<file path="config.mk">
export PLATFORM = sky130hd
export DESIGN_NAME = fifo_buf_flat
export DESIGN_NICKNAME = d
export VERILOG_FILES = /design/src/rtl/fifo_pkg.sv /design/src/rtl/fifo_buf_if.sv /design/src/rtl/fifo_mem.sv /design/src/rtl/fifo_buf.sv /design/src/flat_wrapper.sv
export SDC_FILE = /design/constraint.sdc
export NUM_CORES = 1
export LEC_CHECK = 0
export CELL_PAD_IN_SITES_DETAIL_PLACEMENT = 1
export CELL_PAD_IN_SITES_GLOBAL_PLACEMENT = 1
export CORE_AREA = 2 2 116 175
export DETAILED_ROUTE_END_ITERATION = 12
export DIE_AREA = 0 0 118 177
export PLACE_DENSITY_LB_ADDON = 0.1
export SYNTH_ARGS = -nofsm -noshare
export SYNTH_HDL_FRONTEND = slang
export SYNTH_SLANG_ARGS = --single-unit
</file>
<file path="constraint.sdc">
create_clock -name clk -period 5.3 [get_ports clk]
set_input_delay 1.59 -clock clk [delete_from_list [all_inputs] [get_ports clk]]
set_output_delay 1.59 -clock clk [all_outputs]
set_load 0.01 [all_outputs]
</file>
<file path="src/rtl/fifo_pkg.sv">
// Shared definitions for the FIFO buffer slice: default geometry, occupancy
// counter type and the occupancy classification used by checkers and coverage.
package fifo_pkg;

    localparam int DEF_DEPTH    = 16;
    localparam int DEF_WIDTH    = 8;
    localparam int DEF_AF_LEVEL = 12;
    localparam int DEF_CW       = $clog2(DEF_DEPTH) + 1;

    typedef logic [DEF_CW-1:0] count_t;

    typedef enum logic [1:0] {
        EMPTY   = 2'd0,
        PARTIAL = 2'd1,
        FULL    = 2'd2
    } occ_e;

    function automatic occ_e occ_of(input count_t cnt, input count_t depth);
        occ_e occ;
        if (cnt == count_t'(0)) begin
            occ = EMPTY;
        end else if (cnt == depth) begin
            occ = FULL;
        end else begin
            occ = PARTIAL;
        end
        return occ;
    endfunction

endpackage

</file>
<file path="src/rtl/fifo_buf_if.sv">
// Handshake and status bundle of the FIFO buffer; the producer/consumer side
// (master) drives the valid/ready requests, the buffer (slave) answers.
interface fifo_buf_if #(
    parameter int DEPTH = fifo_pkg::DEF_DEPTH,
    parameter int WIDTH = fifo_pkg::DEF_WIDTH
);
    localparam int CW = $clog2(DEPTH) + 1;

    logic             in_valid;
    logic             in_ready;
    logic [WIDTH-1:0] in_data;
    logic             out_valid;
    logic             out_ready;
    logic [WIDTH-1:0] out_data;
    logic             push;
    logic             pop;
    logic [CW-1:0]    count;
    logic             almost_full;
    logic [CW-1:0]    peak_count;

    modport master (
        output in_valid, in_data, out_ready,
        input  in_ready, out_valid, out_data, push, pop, count, almost_full, peak_count
    );

    modport slave (
        input  in_valid, in_data, out_ready,
        output in_ready, out_valid, out_data, push, pop, count, almost_full, peak_count
    );

endinterface

</file>
<file path="src/rtl/fifo_mem.sv">
// Simple dual-port storage: synchronous write, asynchronous read.
// Contents are intentionally not reset.
module fifo_mem #(
    parameter int DEPTH = 16,
    parameter int WIDTH = 8
) (
    input  logic                     clk,
    input  logic                     i_wr_en,
    input  logic [$clog2(DEPTH)-1:0] i_wr_addr,
    input  logic [WIDTH-1:0]         i_wr_data,
    input  logic [$clog2(DEPTH)-1:0] i_rd_addr,
    output logic [WIDTH-1:0]         o_rd_data
);

    logic [WIDTH-1:0] r_mem [DEPTH];

    // Write port
    always_ff @(posedge clk) begin
        if (i_wr_en) begin
            r_mem[i_wr_addr] <= i_wr_data;
        end else begin
            r_mem[i_wr_addr] <= r_mem[i_wr_addr];
        end
    end

    assign o_rd_data = r_mem[i_rd_addr];

endmodule

</file>
<file path="src/rtl/fifo_buf.sv">
// First-word-fall-through FIFO buffer that emits push/pop strobes for the
// downstream occupancy counter and exports its own occupancy and peak.
module fifo_buf
    import fifo_pkg::*;
#(
    parameter int DEPTH    = DEF_DEPTH,
    parameter int WIDTH    = DEF_WIDTH,
    parameter int AF_LEVEL = DEF_AF_LEVEL
) (
    input  logic      clk,
    input  logic      rst_n,
    fifo_buf_if.slave bus
);

    localparam int PW = $clog2(DEPTH);
    localparam int CW = PW + 1;
    localparam logic [CW-1:0] DEPTH_C = CW'(DEPTH);
    localparam logic [CW-1:0] AF_C    = CW'(AF_LEVEL);

    logic [PW-1:0]    r_wr_ptr;
    logic [PW-1:0]    r_rd_ptr;
    logic [CW-1:0]    r_count;
    logic [CW-1:0]    r_peak;
    logic [CW-1:0]    w_count_nxt;
    logic             w_in_ready;
    logic             w_out_valid;
    logic             w_push;
    logic             w_pop;
    logic [WIDTH-1:0] w_rd_data;

    // No full pass-through and no empty bypass: readiness depends only on state.
    assign w_in_ready  = rst_n && (r_count != DEPTH_C);
    assign w_out_valid = rst_n && (r_count != {CW{1'b0}});
    assign w_push      = bus.in_valid && w_in_ready;
    assign w_pop       = bus.out_ready && w_out_valid;

    // Next occupancy from the strobes
    always_comb begin
        w_count_nxt = r_count;
        case ({w_push, w_pop})
            2'b10:   w_count_nxt = r_count + CW'(1);
            2'b01:   w_count_nxt = r_count - CW'(1);
            default: w_count_nxt = r_count;
        endcase
    end

    // Pointers, occupancy and peak tracking
    always_ff @(posedge clk) begin
        if (!rst_n) begin
            r_wr_ptr <= {PW{1'b0}};
            r_rd_ptr <= {PW{1'b0}};
            r_count  <= {CW{1'b0}};
            r_peak   <= {CW{1'b0}};
        end else begin
            if (w_push) begin
                r_wr_ptr <= r_wr_ptr + PW'(1);
            end else begin
                r_wr_ptr <= r_wr_ptr;
            end
            if (w_pop) begin
                r_rd_ptr <= r_rd_ptr + PW'(1);
            end else begin
                r_rd_ptr <= r_rd_ptr;
            end
            r_count <= w_count_nxt;
            r_peak  <= (w_count_nxt > r_peak) ? w_count_nxt : r_peak;
        end
    end

    fifo_mem #(
        .DEPTH (DEPTH),
        .WIDTH (WIDTH)
    ) u_mem (
        .clk       (clk),
        .i_wr_en   (w_push),
        .i_wr_addr (r_wr_ptr),
        .i_wr_data (bus.in_data),
        .i_rd_addr (r_rd_ptr),
        .o_rd_data (w_rd_data)
    );

    assign bus.in_ready    = w_in_ready;
    assign bus.out_valid   = w_out_valid;
    assign bus.out_data    = w_rd_data;
    assign bus.push        = w_push;
    assign bus.pop         = w_pop;
    assign bus.count       = r_count;
    assign bus.almost_full = rst_n && (r_count >= AF_C);
    assign bus.peak_count  = r_peak;

endmodule
</file>
<file path="src/flat_wrapper.sv">
// flat-port wrapper written by rule: the top's interface ports become plain ports
module fifo_buf_flat import fifo_pkg::*;
#(
    parameter int DEPTH    = DEF_DEPTH,
    parameter int WIDTH    = DEF_WIDTH,
    parameter int AF_LEVEL = DEF_AF_LEVEL
)
  (clk, rst_n, bus_in_valid, bus_in_data, bus_out_ready, bus_in_ready, bus_out_valid, bus_out_data, bus_push, bus_pop, bus_count, bus_almost_full, bus_peak_count);
  fifo_buf_if #(.DEPTH(DEPTH), .WIDTH(WIDTH)) bus_i ();
  input  logic clk;
  input  logic rst_n;
  input wire logic [$bits(bus_i.in_valid)-1:0] bus_in_valid;
  input wire logic [$bits(bus_i.in_data)-1:0] bus_in_data;
  input wire logic [$bits(bus_i.out_ready)-1:0] bus_out_ready;
  output wire logic [$bits(bus_i.in_ready)-1:0] bus_in_ready;
  output wire logic [$bits(bus_i.out_valid)-1:0] bus_out_valid;
  output wire logic [$bits(bus_i.out_data)-1:0] bus_out_data;
  output wire logic [$bits(bus_i.push)-1:0] bus_push;
  output wire logic [$bits(bus_i.pop)-1:0] bus_pop;
  output wire logic [$bits(bus_i.count)-1:0] bus_count;
  output wire logic [$bits(bus_i.almost_full)-1:0] bus_almost_full;
  output wire logic [$bits(bus_i.peak_count)-1:0] bus_peak_count;
  assign bus_i.in_valid = bus_in_valid;
  assign bus_i.in_data = bus_in_data;
  assign bus_i.out_ready = bus_out_ready;
  assign bus_in_ready = bus_i.in_ready;
  assign bus_out_valid = bus_i.out_valid;
  assign bus_out_data = bus_i.out_data;
  assign bus_push = bus_i.push;
  assign bus_pop = bus_i.pop;
  assign bus_count = bus_i.count;
  assign bus_almost_full = bus_i.almost_full;
  assign bus_peak_count = bus_i.peak_count;
  fifo_buf #(.DEPTH(DEPTH), .WIDTH(WIDTH), .AF_LEVEL(AF_LEVEL)) u_core (.clk(clk), .rst_n(rst_n), .bus(bus_i));
endmodule
</file>
# Word level (Yosys, flattened, before mapping)
# Memory sizes are Yosys's and may differ from the RTL's. A register that Yosys moved wholly into a read port is not among the register bits.
# Index checks and enable logic that the tools add are counted.
dict set report totals {
  word_cells 30
  out_inout_bits 23
  in_bits 12
  regBits 18
  n_memories 1
  mem_bits_rw 128
}
dict set report op_classes {
  reduce_logical 7
  n_mux 7
  add_sub_neg 4
  bitwise 1
  order_cmp 2
  eq_ne 4
}
# name words word_bits rd rd_clocked_by_memory_dff wr line_no
set mem_list {}
lappend mem_list {u_core.u_mem.r_mem 16 8 1 1 1 fifo_mem.sv:15} ;# logic [WIDTH-1:0] r_mem [DEPTH];
# cell count
set op_table {}
lappend op_table {{$pmux 5 s2} 1}
lappend op_table {{$add 4x1->4 const B} 2}
lappend op_table {{$mux 4} 2}
lappend op_table {{$mux 8} 1}
lappend op_table {{$add 5x1->5 const B} 1}
lappend op_table {{$ge 5x4->1 const B} 1}
lappend op_table {{$gt 5x5->1} 1}
lappend op_table {{$logic_and 1x1->1} 5}
lappend op_table {{$ne 5x5->1 const B} 1}
lappend op_table {{$reduce_bool 5->1} 1}
lappend op_table {{$sub 5x1->5 const B} 1}
lappend op_table {{$mux 1} 3}
lappend op_table {{$eq 2x1->1 const B} 1}
lappend op_table {{$eq 2x2->1 const B} 1}
lappend op_table {{$reduce_and 2->1} 1}
lappend op_table {{$ne 0x0->1} 1}
lappend op_table {{$or 1x1->1} 1}

# Longest topological paths before layout
# Gate-level depths: netlist (run 1).
dict set report depth {
  depth_word 6
  depth_mapped 19
  depth_no_buf 17
}

# Hierarchy
# From an unflattened synthesis (run 1), not the netlist that was laid out.
dict set report unflattened {
  cells_unflattened 336
  area_unflattened_um2 6044.5
}
# module area_per_inst_um2 n_inst seq_area_each_um2 cells_each
set modules_own_cells {}
lappend modules_own_cells {fifo_mem 4987.3 1 3843.7 221}
lappend modules_own_cells {fifo_buf 1057.3 1 360.3 115}

# Worst setup path after synthesis (run 1)
# OpenSTA, ideal clock, no wires.
dict set report synth_timing {
  path_kind {input-to-reg}
  startpoint {input rst_n}
  endpoint {register u_core.r_peak[0] (netlist: u_core.bus.peak_count[0])}
  path_buffers 1
  setup_slack_ps 118
  path_stages 16
  required_time_ps 5172
  setup_ps 128
  arrival_ps 5055
  cell_sequence {clkinv_1 -> a211oi_2 -> ha_1 -> clkbuf_1 -> xor2_1 -> ha_1 -> or3b_2 -> o2111ai_1 -> a21oi_1 -> xnor2_1 -> inv_1 -> ha_1 -> mux2i_1 -> a21oi_1 -> mux2i_1 -> nor2_1}
}
dict set report synth_between {
  elab_chain_len 5
  elab_cells_between_ends 8
  cone_classes {order compare: 1; eq/ne: 2; mux: 1; reduce/logical: 4}
}
# element line_no
set synth_lines {}
lappend synth_lines {{from (decl)} flat_wrapper.sv:11} ;# input logic rst_n;
lappend synth_lines {{$logic_and 1x1->1 (*)} fifo_buf.sv:33} ;# assign w_out_valid = rst_n && (r_count != {CW{1'b0}});
lappend synth_lines {{$logic_and 1x1->1 (*)} fifo_buf.sv:35} ;# assign w_pop = bus.out_ready && w_out_valid;
lappend synth_lines {{named net bus_pop} flat_wrapper.sv:19} ;# output wire logic [$bits(bus_i.pop)-1:0] bus_pop;
lappend synth_lines {{$eq 2x1->1 or $eq 2x2->1 (tied branches)} fifo_buf.sv:40} ;# case ({w_push, w_pop})
lappend synth_lines {{$pmux 5 s2 (*)} fifo_buf.sv:40}
lappend synth_lines {{named net u_core.w_count_nxt[4]} fifo_buf.sv:24} ;# logic [CW-1:0] w_count_nxt;
lappend synth_lines {{$gt 5x5->1 (*)} fifo_buf.sv:66} ;# r_peak <= (w_count_nxt > r_peak) ? w_count_nxt : r_peak;
lappend synth_lines {{to (signal assigned)} fifo_buf.sv:53} ;# r_peak <= {CW{1'b0}};
lappend synth_lines {{to (signal assigned)} fifo_buf.sv:66}
lappend synth_lines {{to (decl)} fifo_buf.sv:23} ;# logic [CW-1:0] r_peak;
# The timed path passes the listed nets; every way through them passes the cells marked *.
# A chain may end at the register's enable or synchronous reset.

# Final worst setup path (run 1)
dict set report layout_timing {
  startpoint {input rst_n}
  endpoint {output bus_pop}
}
dict set report layout_between {
  elab_chain_len 2
}
# element line_no
set layout_lines {}
lappend layout_lines {{$logic_and 1x1->1} fifo_buf.sv:33}
lappend layout_lines {{$logic_and 1x1->1} fifo_buf.sv:35}
lappend layout_lines {{to (decl)} flat_wrapper.sv:19}
# Every way passes these cells.

==> summary.txt, run 1 <==
Status -> completed
Synth Instances -> 328
Total core area -> 0.0195 mm^2
Seq. cell area -> 0.00429 mm^2
Antenna violations before repair -> 0
Mean Syn Cell Area -> 18.7 um^2
Total Nets Final -> 418
Setup crit end kind -> primary output
HP Class -> reg2reg
Remaining antenna violation count -> 0
# rows -> 63
Number of flops mapped to enable cells by yosys -> 128
Skew final -> 0.00760 ns
Largest net degree at the start of global routing -> 33
Worst r2r dst -> u_core.bus.peak_count[0]$_SDFFE_PN0N_
End of the critical path -> bus_pop
Clk pin slew, worst setup/hold paths -> 0.06 ns
Most frequently used flop master after synthesis -> edfxtp_1
Peak VDD IR -> 226 uV
CTS Buffer Depth -> 2
Pwr Total -> 2.94 mW
CP Data Required Time -> 3.71 ns
Worst setup SP type -> input pin
Vias in the first global route -> 3,452
Final setup fails -> 0
Post-CTS Hold Fix Bufs -> 0
Crit Path Class -> in2out
Post-synthesis cell type count -> 39
Ant diodes -> 0
Initial DRC count -> 139
Max Cap Viol -> 0
Resized Gates After CTS -> 0
Synthesized Nets -> 353
Tcrit/Tclk final -> 92.3%
#FFs+latches synth -> 150
Final worst slack -> 0.406 ns
Layout area overhead -> 22.5%
GRT Total Usage -> 14.1%
Ranking of synthesized cells by area -> edfxtp_1, mux4_2, dfxtp_1, mux4_1, ha_1
TritonCTS clock tree -> yes
Die area -> 0.0209 mm^2
DP HPWL -> 9450 um
Async set-reset flop share out of synthesis -> 0%
Max Clock Freq -> 204 MHz
DR vias -> 3,090
Post-CTS setup buffers -> 0
R2R depth -> 17
FF-to-FF setup slack -> 1.67 ns
Cell Area, Synth -> 0.00612 mm^2
Worst slew pin tran -> 0.886 ns
Avg Vias per Cell -> 4.64
Worst-Skew Late Latency -> 0.42 ns
Lkg Pwr -> 2.47 nW
Io pins -> 35
Port bufs -> 34
Slew headroom -> 40.7%
Worst Setup SP -> rst_n
Hold Fails Final Rpt -> 0
Cell taking the most area after synthesis -> edfxtp_1
Yosys top cell area share -> 62.8%
Register area share after synthesis -> 70.0%
GRT overflow -> 0
Pre-CTS setup slack -> 0.0864 ns
Die X -> 118 um
Max-slew violations -> 0
Sum Neg Setup Slack -> 0 ns
CTS H-tree lvls -> 4
TritonCTS Buffers -> 17
GP Congestion -> 0.676
First-pass GRT wire length -> 21,200 um
Clk sinks -> 150
Unrepaired setup endpoints after global routing -> no
DR DRC count -> 0
Total length of routed wires -> 13,600 um
Starting Density -> 31.5%
Cell Pwr Density -> 392 mW/mm^2
Clk root buf -> clkbuf_16
Multi-input gate area -> 0.00167 mm^2
Fillers -> 1,951
DR WL/cell -> 20.4 um
Worst-path fanout max -> 7
Crit path arrival time -> 3.30 ns
Drt pass-1 iters -> 4
R2r startpoint -> u_core.bus.count[2]$_SDFF_PN0_
Die Y -> 177 um
Synth warn -> 0
Layout cells sized above 1 -> 22.2%
Final min period -> 4.89 ns
==> state kept, by name, indices dropped and copies added, names as in the netlist, named ones only <==
| register | cells |
|---|---|
| u_core.r_rd_ptr | 4 |
| u_core.bus.peak_count | 5 |
| u_core.bus.count | 5 |
| u_core.r_wr_ptr | 4 |
| u_core.u_mem.r_mem | 128 |
==> worst min-delay path by stage <==
stage | start | to | depth (start not counted)
final | u_core.r_rd_ptr[1]$_SDFFE_PN0N_ | u_core.r_rd_ptr[1]$_SDFFE_PN0N_ | 2
after detailed placement | u_core.bus.peak_count[1]$_SDFFE_PN0N_ | u_core.bus.peak_count[1]$_SDFFE_PN0N_ | 2
after global routing | u_core.r_rd_ptr[3]$_SDFFE_PN0N_ | u_core.r_rd_ptr[3]$_SDFFE_PN0N_ | 2
after global placement | u_core.bus.peak_count[1]$_SDFFE_PN0N_ | u_core.bus.peak_count[1]$_SDFFE_PN0N_ | 2
after CTS | u_core.bus.peak_count[1]$_SDFFE_PN0N_ | u_core.bus.peak_count[1]$_SDFFE_PN0N_ | 2
after floorplan | u_core.r_rd_ptr[1]$_SDFFE_PN0N_ | register | 2
==> layer usage <==
| layer | share of wire, % | vias to the layer above | routed length [um] | track usage [%] |
|---|---|---|---|---|
| met5 | 0 | - | 0 | 0 |
| met4 | 1.1 | 0 | 156 | 4.97 |
| met3 | 2.5 | 11 | 338 | 3.38 |
| met2 | 57 | 46 | 7740 | 26.8 |
| met1 | 39 | 1604 | 5370 | 15.3 |
| li1 | - | 1429 | - | - |
==> stage by stage <==
step,hold WS (ns),area (um^2),std cells,utilization [%]
finish,0.525,7500,666,38.5
global route,0.562,7500,666,38.5
CTS,0.537,7500,666,38.5
detailed placement,0.515,6880,634,35.3
global placement,0.506,6880,634,35.3
floorplan,0.476,6120,328,-
==> layout by cell type (no fill, tap or decap), types with 10 or more instances in the layout <==
master	instances
dfxtp_1	21
ha_1	13
edfxtp_1	128
clkdlybuf4s50_1	34
buf_4	27
nand2_1	11
a21oi_1	10
inv_1	13
nor2_1	29
mux4_2	26
clkbuf_16	17
mux4_1	14
==> Yosys cell counts, types with 5 or more instances <==
master	number
a21oi_1	10
buf_2	5
dfxtp_1	22
edfxtp_1	128
ha_1	13
inv_1	13
mux4_1	14
mux4_2	26
nand2_1	11
nor2_1	29
o21ai_0	5
xnor2_1	7
xor2_1	5
==> worst max-delay path, stage by stage <==
cell and delay (ns):
clkdlybuf4s50_1 0.53, clkinv_1 0.15, a211oi_2 0.27, buf_4 0.21, clkdlybuf4s50_1 0.55
==> logic make-up after synthesis <==
| kind of cell | count (synthesis) | synth area share [%] |
|---|---|---|
| compound gates | 23 | 2.31 |
| mux | 44 | 16.2 |
| buf+inv | 30 | 2.82 |
| xor+xnor | 12 | 1.72 |
| flops | 150 | 70.0 |
| simple gates | 56 | 4.29 |
| fa+ha+maj | 13 | 2.66 |
==> power by group <==
part           leakage, nW  switching, mW  internal (mW)  total [mW]
clock network        0.298          0.483          0.791        1.27
logic                0.844          0.157          0.177       0.334
registers             1.33         0.0305           1.31        1.34
total                 2.47          0.670           2.27        2.94
==> layout make-up <==
cell class / instances / share of cell area, %
Inverter: 15 / 0.750
Clock inverter: 15 / 2.67
Multi-Input combinational cell: 148 / 22.2
Tap cell: 260 / 4.34
Clock buffer: 17 / 5.67
Timing Repair Buffer: 61 / 7.24
Sequential cell: 150 / 57.1
Power figures use the tool's default switching activity.
==> run 2: changes to the inputs <==
CTS_CLUSTER_DIAMETER = 50   (was default)
SKIP_CTS_REPAIR_TIMING = 1   (was default)
==> results of run 2 <==
Same layout as run 1: the final DEF is identical, and so are final timing and power.
